### config.mk
export PLATFORM = sky130hd
export DESIGN_NAME = mult_sched
export DESIGN_NICKNAME = d
export VERILOG_FILES = /design/src/rtl/mult_pkg.sv /design/src/rtl/rr_arbiter.sv /design/src/rtl/mult_sched.sv
export SDC_FILE = /design/constraint.sdc
export NUM_CORES = 1
export LEC_CHECK = 0
export BUFFER_PORTS_ARGS = -buffer_cell sky130_fd_sc_hd__clkbuf_2
export CAP_MARGIN = 20
export CORE_AREA = 8 8 83 66
export CTS_CLUSTER_SIZE = 10
export DETAILED_ROUTE_END_ITERATION = 10
export DIE_AREA = 0 0 91 74
export GPL_TIMING_DRIVEN = 0
export PLACE_DENSITY = 0.9
export REMOVE_ABC_BUFFERS = 1
export SETUP_SLACK_MARGIN = 0.05
export SYNTH_ARGS = -nofsm -noshare
export SYNTH_HDL_FRONTEND = slang
export SYNTH_SLANG_ARGS = --single-unit
export TNS_END_PERCENT = 5
### constraint.sdc
create_clock -name Clk -period 4 [get_ports Clk]
set_clock_uncertainty 0.15 [all_clocks]
set_input_delay 0.2 -clock Clk [delete_from_list [all_inputs] [get_ports Clk]]
set_output_delay 0.2 -clock Clk [all_outputs]
set_load 0.02 [all_outputs]
### src/rtl/mult_pkg.sv
// mult_pkg: shared types and constants for the shift-add multiplier scheduler.
//   state_t   - scheduler FSM state encoding (3 bits)
//   DEF_WIDTH - default operand width
//   DEF_NREQ  - default number of requesters
//   MULT_LAT  - cycles from the request handshake to the first rsp_valid
package mult_pkg;

  localparam int DEF_WIDTH = 8;
  localparam int DEF_NREQ  = 2;
  localparam int MULT_LAT  = 2 * DEF_WIDTH + 3;

  typedef enum logic [2:0] {
    ST_IDLE    = 3'd0,
    ST_LOAD    = 3'd1,
    ST_ADD     = 3'd2,
    ST_SHIFT   = 3'd3,
    ST_CAPTURE = 3'd4,
    ST_RESP    = 3'd5
  } state_t;

endpackage

### src/rtl/rr_arbiter.sv
// rr_arbiter: NREQ-wide round-robin arbiter.
//   Clk, Reset_n - clock, asynchronous active-low reset
//   en           - grants are produced only while en is high
//   req          - request vector
//   advance      - move the pointer to the current winner (accepted handshake)
//   grant        - one-hot winner, all-zero when nothing requests or en is low
//   grant_idx    - index of the winner
// The search starts one past the last winner, so the reset pointer value of
// NREQ-1 gives requester 0 first priority.
module rr_arbiter
  import mult_pkg::*;
#(
  parameter int NREQ = DEF_NREQ,
  parameter int IW   = $clog2(NREQ)
) (
  input  logic            Clk,
  input  logic            Reset_n,
  input  logic            en,
  input  logic [NREQ-1:0] req,
  input  logic            advance,
  output logic [NREQ-1:0] grant,
  output logic [IW-1:0]   grant_idx
);

  logic [IW-1:0] ptr_q;
  logic          found;
  int            c;

  always_ff @(posedge Clk or negedge Reset_n) begin
    if (!Reset_n) begin
      ptr_q <= IW'(NREQ - 1);
    end else if (advance) begin
      ptr_q <= grant_idx;
    end
  end

  always_comb begin
    grant     = '0;
    grant_idx = '0;
    found     = 1'b0;
    c         = 0;
    for (int k = 1; k <= NREQ; k++) begin
      // Wrap the candidate index without a general modulo.
      c = int'(ptr_q) + k;
      if (c >= NREQ) c = c - NREQ;
      if (en && !found && req[c[IW-1:0]]) begin
        found              = 1'b1;
        grant[c[IW-1:0]]   = 1'b1;
        grant_idx          = c[IW-1:0];
      end
    end
  end

endmodule

### src/rtl/mult_sched.sv
// mult_sched: shares one signed shift-add multiplier datapath between NREQ
// requesters.
//   Clk, Reset_n           - clock, asynchronous active-low reset
//   req_valid/req_ready    - per-requester request handshake (one-hot grant)
//   req_mcand/req_mplier   - packed signed operands, slice i = requester i
//   rsp_valid/rsp_ready    - product handshake
//   rsp_id, rsp_product    - requester index and signed 2*WIDTH-bit product
//   dp_S, dp_Bin           - multiplicand and multiplier load data to datapath
//   dp_LoadB .. dp_Shift   - datapath controls
//   dp_M, dp_A, dp_B       - datapath feedback (B[0], A and B registers)
//   dbg_state              - current FSM state
//
// Handshakes: a transfer happens on the rising edge where valid and ready are
// both high. A requester holds valid and operands stable until granted and may
// withdraw before that; the response side holds valid, id and product stable
// until ready is seen. req_ready depends only on state, pointer and req_valid.
module mult_sched
  import mult_pkg::*;
#(
  parameter int WIDTH = DEF_WIDTH,
  parameter int NREQ  = DEF_NREQ
) (
  input  logic                    Clk,
  input  logic                    Reset_n,
  input  logic [NREQ-1:0]         req_valid,
  output logic [NREQ-1:0]         req_ready,
  input  logic [NREQ*WIDTH-1:0]   req_mcand,
  input  logic [NREQ*WIDTH-1:0]   req_mplier,
  output logic                    rsp_valid,
  input  logic                    rsp_ready,
  output logic [$clog2(NREQ)-1:0] rsp_id,
  output logic [2*WIDTH-1:0]      rsp_product,
  output logic [WIDTH-1:0]        dp_S,
  output logic [WIDTH-1:0]        dp_Bin,
  output logic                    dp_LoadB,
  output logic                    dp_ClearA,
  output logic                    dp_Add,
  output logic                    dp_Sub,
  output logic                    dp_Shift,
  input  logic                    dp_M,
  input  logic [WIDTH-1:0]        dp_A,
  input  logic [WIDTH-1:0]        dp_B,
  output logic [2:0]              dbg_state
);

  localparam int IW = $clog2(NREQ);
  localparam int CW = $clog2(WIDTH);
  localparam logic [CW-1:0] CNT_LAST = CW'(WIDTH - 1);

  state_t           state_q, state_d;
  logic [CW-1:0]    cnt_q, cnt_d;
  logic [WIDTH-1:0] op_mcand, op_mplier;
  logic [WIDTH-1:0] sel_mcand, sel_mplier;
  logic [IW-1:0]    grant_idx;
  logic             arb_en, hs, last;

  // Reset also masks the grant so req_ready reads zero while reset is held.
  assign arb_en    = (state_q == ST_IDLE) && Reset_n;
  assign hs        = |(req_valid & req_ready);
  assign last      = (cnt_q == CNT_LAST);
  assign rsp_valid = (state_q == ST_RESP);
  assign dp_S      = op_mcand;
  assign dbg_state = state_q;

  rr_arbiter #(.NREQ(NREQ), .IW(IW)) u_arb (
    .Clk       (Clk),
    .Reset_n   (Reset_n),
    .en        (arb_en),
    .req       (req_valid),
    .advance   (hs),
    .grant     (req_ready),
    .grant_idx (grant_idx)
  );

  always_comb begin
    sel_mcand  = '0;
    sel_mplier = '0;
    for (int i = 0; i < NREQ; i++) begin
      if (req_ready[i]) begin
        sel_mcand  = req_mcand[i*WIDTH +: WIDTH];
        sel_mplier = req_mplier[i*WIDTH +: WIDTH];
      end
    end
  end

  always_ff @(posedge Clk or negedge Reset_n) begin
    if (!Reset_n) begin
      state_q     <= ST_IDLE;
      cnt_q       <= '0;
      op_mcand    <= '0;
      op_mplier   <= '0;
      rsp_id      <= '0;
      rsp_product <= '0;
    end else begin
      state_q <= state_d;
      cnt_q   <= cnt_d;
      if (hs) begin
        op_mcand  <= sel_mcand;
        op_mplier <= sel_mplier;
        rsp_id    <= grant_idx;
      end
      if (state_q == ST_CAPTURE) begin
        rsp_product <= {dp_A, dp_B};
      end
    end
  end

  always_comb begin
    state_d   = state_q;
    cnt_d     = cnt_q;
    dp_LoadB  = 1'b0;
    dp_ClearA = 1'b0;
    dp_Add    = 1'b0;
    dp_Sub    = 1'b0;
    dp_Shift  = 1'b0;
    dp_Bin    = '0;
    case (state_q)
      ST_IDLE: begin
        if (hs) state_d = ST_LOAD;
      end
      ST_LOAD: begin
        dp_LoadB  = 1'b1;
        dp_ClearA = 1'b1;
        dp_Bin    = op_mplier;
        cnt_d     = '0;
        state_d   = ST_ADD;
      end
      ST_ADD: begin
        // The sign bit of the multiplier carries negative weight, so the
        // final iteration subtracts (Add and Sub both high).
        dp_Add  = dp_M;
        dp_Sub  = dp_M & last;
        state_d = ST_SHIFT;
      end
      ST_SHIFT: begin
        dp_Shift = 1'b1;
        if (last) begin
          state_d = ST_CAPTURE;
        end else begin
          cnt_d   = cnt_q + 1'b1;
          state_d = ST_ADD;
        end
      end
      ST_CAPTURE: begin
        state_d = ST_RESP;
      end
      ST_RESP: begin
        if (rsp_ready) state_d = ST_IDLE;
      end
      default: begin
        state_d = ST_IDLE;
      end
    endcase
  end

endmodule

==> qor.csv <==
metric;value;unit
min-delay-start;dp_A[2];
synthesis.area;1973;µm²
numCtsBuffers;5;
placed_area;2425;µm²
antenna_found_initial;0;
max_cap_viol_count;0;
die_h;74;µm
post_cts_buffers;0;
yosysWarnings;0;
rsz0062_at_grt;false;
routed_wl;5102;µm
grt_pass1_vias;1710;
start_util;0.4636;
setup_viol;0;
min_to;rsp_product[10];
cp_data_required_time;4.01;ns
clock_latency;0.28;ns
status;complete, no violations;
max-vdd-ir-drop;0.3165;mV
synth_ff_type;dfrtp_1;
regToRegSetupSlack;1.60;ns
cp_max_fo;37;
worstMarginPinSlew;0.9123;ns
dieWidth;91;µm
finalInstanceArea;2713;µm²
drive_gt1_frac;0.5405;
p_total;0.001581;W
grt_max_degree;42;
syn_avg_cell_area;13.15;µm²
io_buffers;97;
gp_congestion;0.7298;
ctsResizeCount;0;
endpoint_kind;register;
clock_path_buffers;2;
r2r_start;dbg_state[1];
cts.sinks;40;
period_share;0.6612;
path_class;input pin to register;
io_pins;98;
clock.fmax;378.1;MHz
drc_errors;0;
period_needed;2.645;ns
yosysUniqueCellTypes;33;
core;4257;µm²
antennaDiodeCount;0;
hold_violations;0;
drt_pass1_iterations;4;
synth_edf_count;0;
crit_arrival;2.66;ns
synth-seq-area-share;0.5079;
path_clk_slew;0.08;ns
num_rows;21;
vias;1599;
holdPathStages;2;
die_area;6734;µm²
wl_per_cell;16.15;µm
r2r_end;dp_S[3];
overflow;0;
drtIter0Drc;78;
p_leak;1.372;nW
drv_slew;0;
cts_root_buf;clkbuf_8;
p_per_area;582.8;nW/µm²
grt_pass1_wl;8217;µm
hold_class;input pin to register;
startpoint_type;input pin;
tns;0;ns
reg2regPathDepth;3;
routed_via_density;5.060;
dpl.hpwl;3490;µm
grt_use_total;0.1515;
syn2layout_area_growth;37.48;%
ant_nets;0;
cts_tree;yes;
fin_util;0.6373;
relSlewSlack;0.3918;
layout.nets;314;
synth_seq_cells;40;
hold_ws;0.02550;ns
async_reset_ff_frac;1.000;
synth_cells;150;
h-tree-depth;2;
-- what timing repair did --
action | CTS | global route
hold endpoints to repair | 54 | 0
setup endpoints to repair | 0 | 0
hold buffers | 16 | 0
-- where the power goes --
part	internal (W)	switching, W
Clock	0.000185	0.000130
Combinational	0.000284	0.000335
Sequential	0.000551	0.0000968
-- how the worst max path moves through the flow --
stage | start | end | slack, ns | depth (start not counted)
after detailed placement | Reset_n | dp_S[7] | 1.08 | 4
after global routing | Reset_n | dp_S[5] | 1.18 | 6
after global placement | Reset_n | dp_S[7] | 1.12 | 4
after CTS | Reset_n | op_mplier[7] | 0.85 | 5
final | Reset_n | dp_S[3] | 1.36 | 6
after floorplan | dbg_state[1] | dp_Sub | 1.70 | 3
-- worst max-delay path: stages --
cell and delay, ns:
dlygate4sd3_1 0.53, clkbuf_2 0.19, buf_12 0.24, nor4b_4 0.29, o21a_1 0.78, mux2_2 0.42
-- synth_stat cells, types with 2 or more instances --
master / count / area share
mux2_4: 8 / 0.061
nand2_1: 5 / 0.0095
nand2b_1: 2 / 0.0063
o21ai_0: 3 / 0.0076
a32o_1: 16 / 0.081
mux2_2: 23 / 0.13
dfrtp_1: 39 / 0.49
buf_6: 4 / 0.023
inv_1: 3 / 0.0057
buf_2: 5 / 0.013
nor2_1: 5 / 0.0095
nand3_1: 3 / 0.0076
clkbuf_1: 2 / 0.0038
and2_1: 11 / 0.035
ha_1: 2 / 0.013
a21oi_1: 2 / 0.0051
-- metal layers --
layer / part of all wire / track usage / wire [µm]
met5: 0 / 0 / 0
met4: 0.0053 / 0.04159 / 27
met3: 0.11 / 0.08165 / 554
met2: 0.49 / 0.2528 / 2503
met1: 0.39 / 0.1663 / 2015
-- logic make-up (layout without fill, tap and decap cells) --
kind of cell | count (synthesis) | count (layout) | synth area share
DFF | 40 | 40 | 0.5079
adders and majority gates | 2 | 2 | 0.01268
AOI/OAI and AO/OA | 28 | 28 | 0.1237
and+or+nand+nor | 32 | 32 | 0.09893
muxes | 32 | 32 | 0.1978
buffers and inverters | 16 | 125 | 0.05897
-- final cells by class --
| class | instances | area [µm²] |
|---|---|---|
| clock inverter | 2 | 35.03 |
| clock buffer | 6 | 72.57 |
| sequential | 40 | 1002 |
| timing repair buffer | 114 | 665.6 |
| multi-input combinational | 94 | 854.6 |
| inverter | 3 | 11.26 |
| fill | 350 | 1544 |
| tap | 57 | 71.32 |
-- metrics by stage --
step           setup slack (ns)  cells
4_1_cts                  0.8474    315
2_1_floorplan             1.696    137
6_report                  1.355    316
5_1_grt                   1.184    316
3_5_place_dp              1.085    291
3_3_place_gp              1.117    291
-- registers in the layout, summed over array words and instances, names as in the netlist --
signal,count
op_mplier,8
cnt_q,3
rsp_id,1
dbg_state,3
rsp_product,16
u_arb.ptr_q,1
dp_S,8
-- layout by cell type (no fill, tap or decap), types with 5 or more instances in the layout --
master and n:
clkbuf_2 97, dfrtp_1 39, mux2_2 23, a32o_1 16, dlygate4sd3_1 16, and2_1 11
mux2_4 8, nor2_1 5, nand2_1 5, clkbuf_8 5
(Power assumes the default switching activity.)
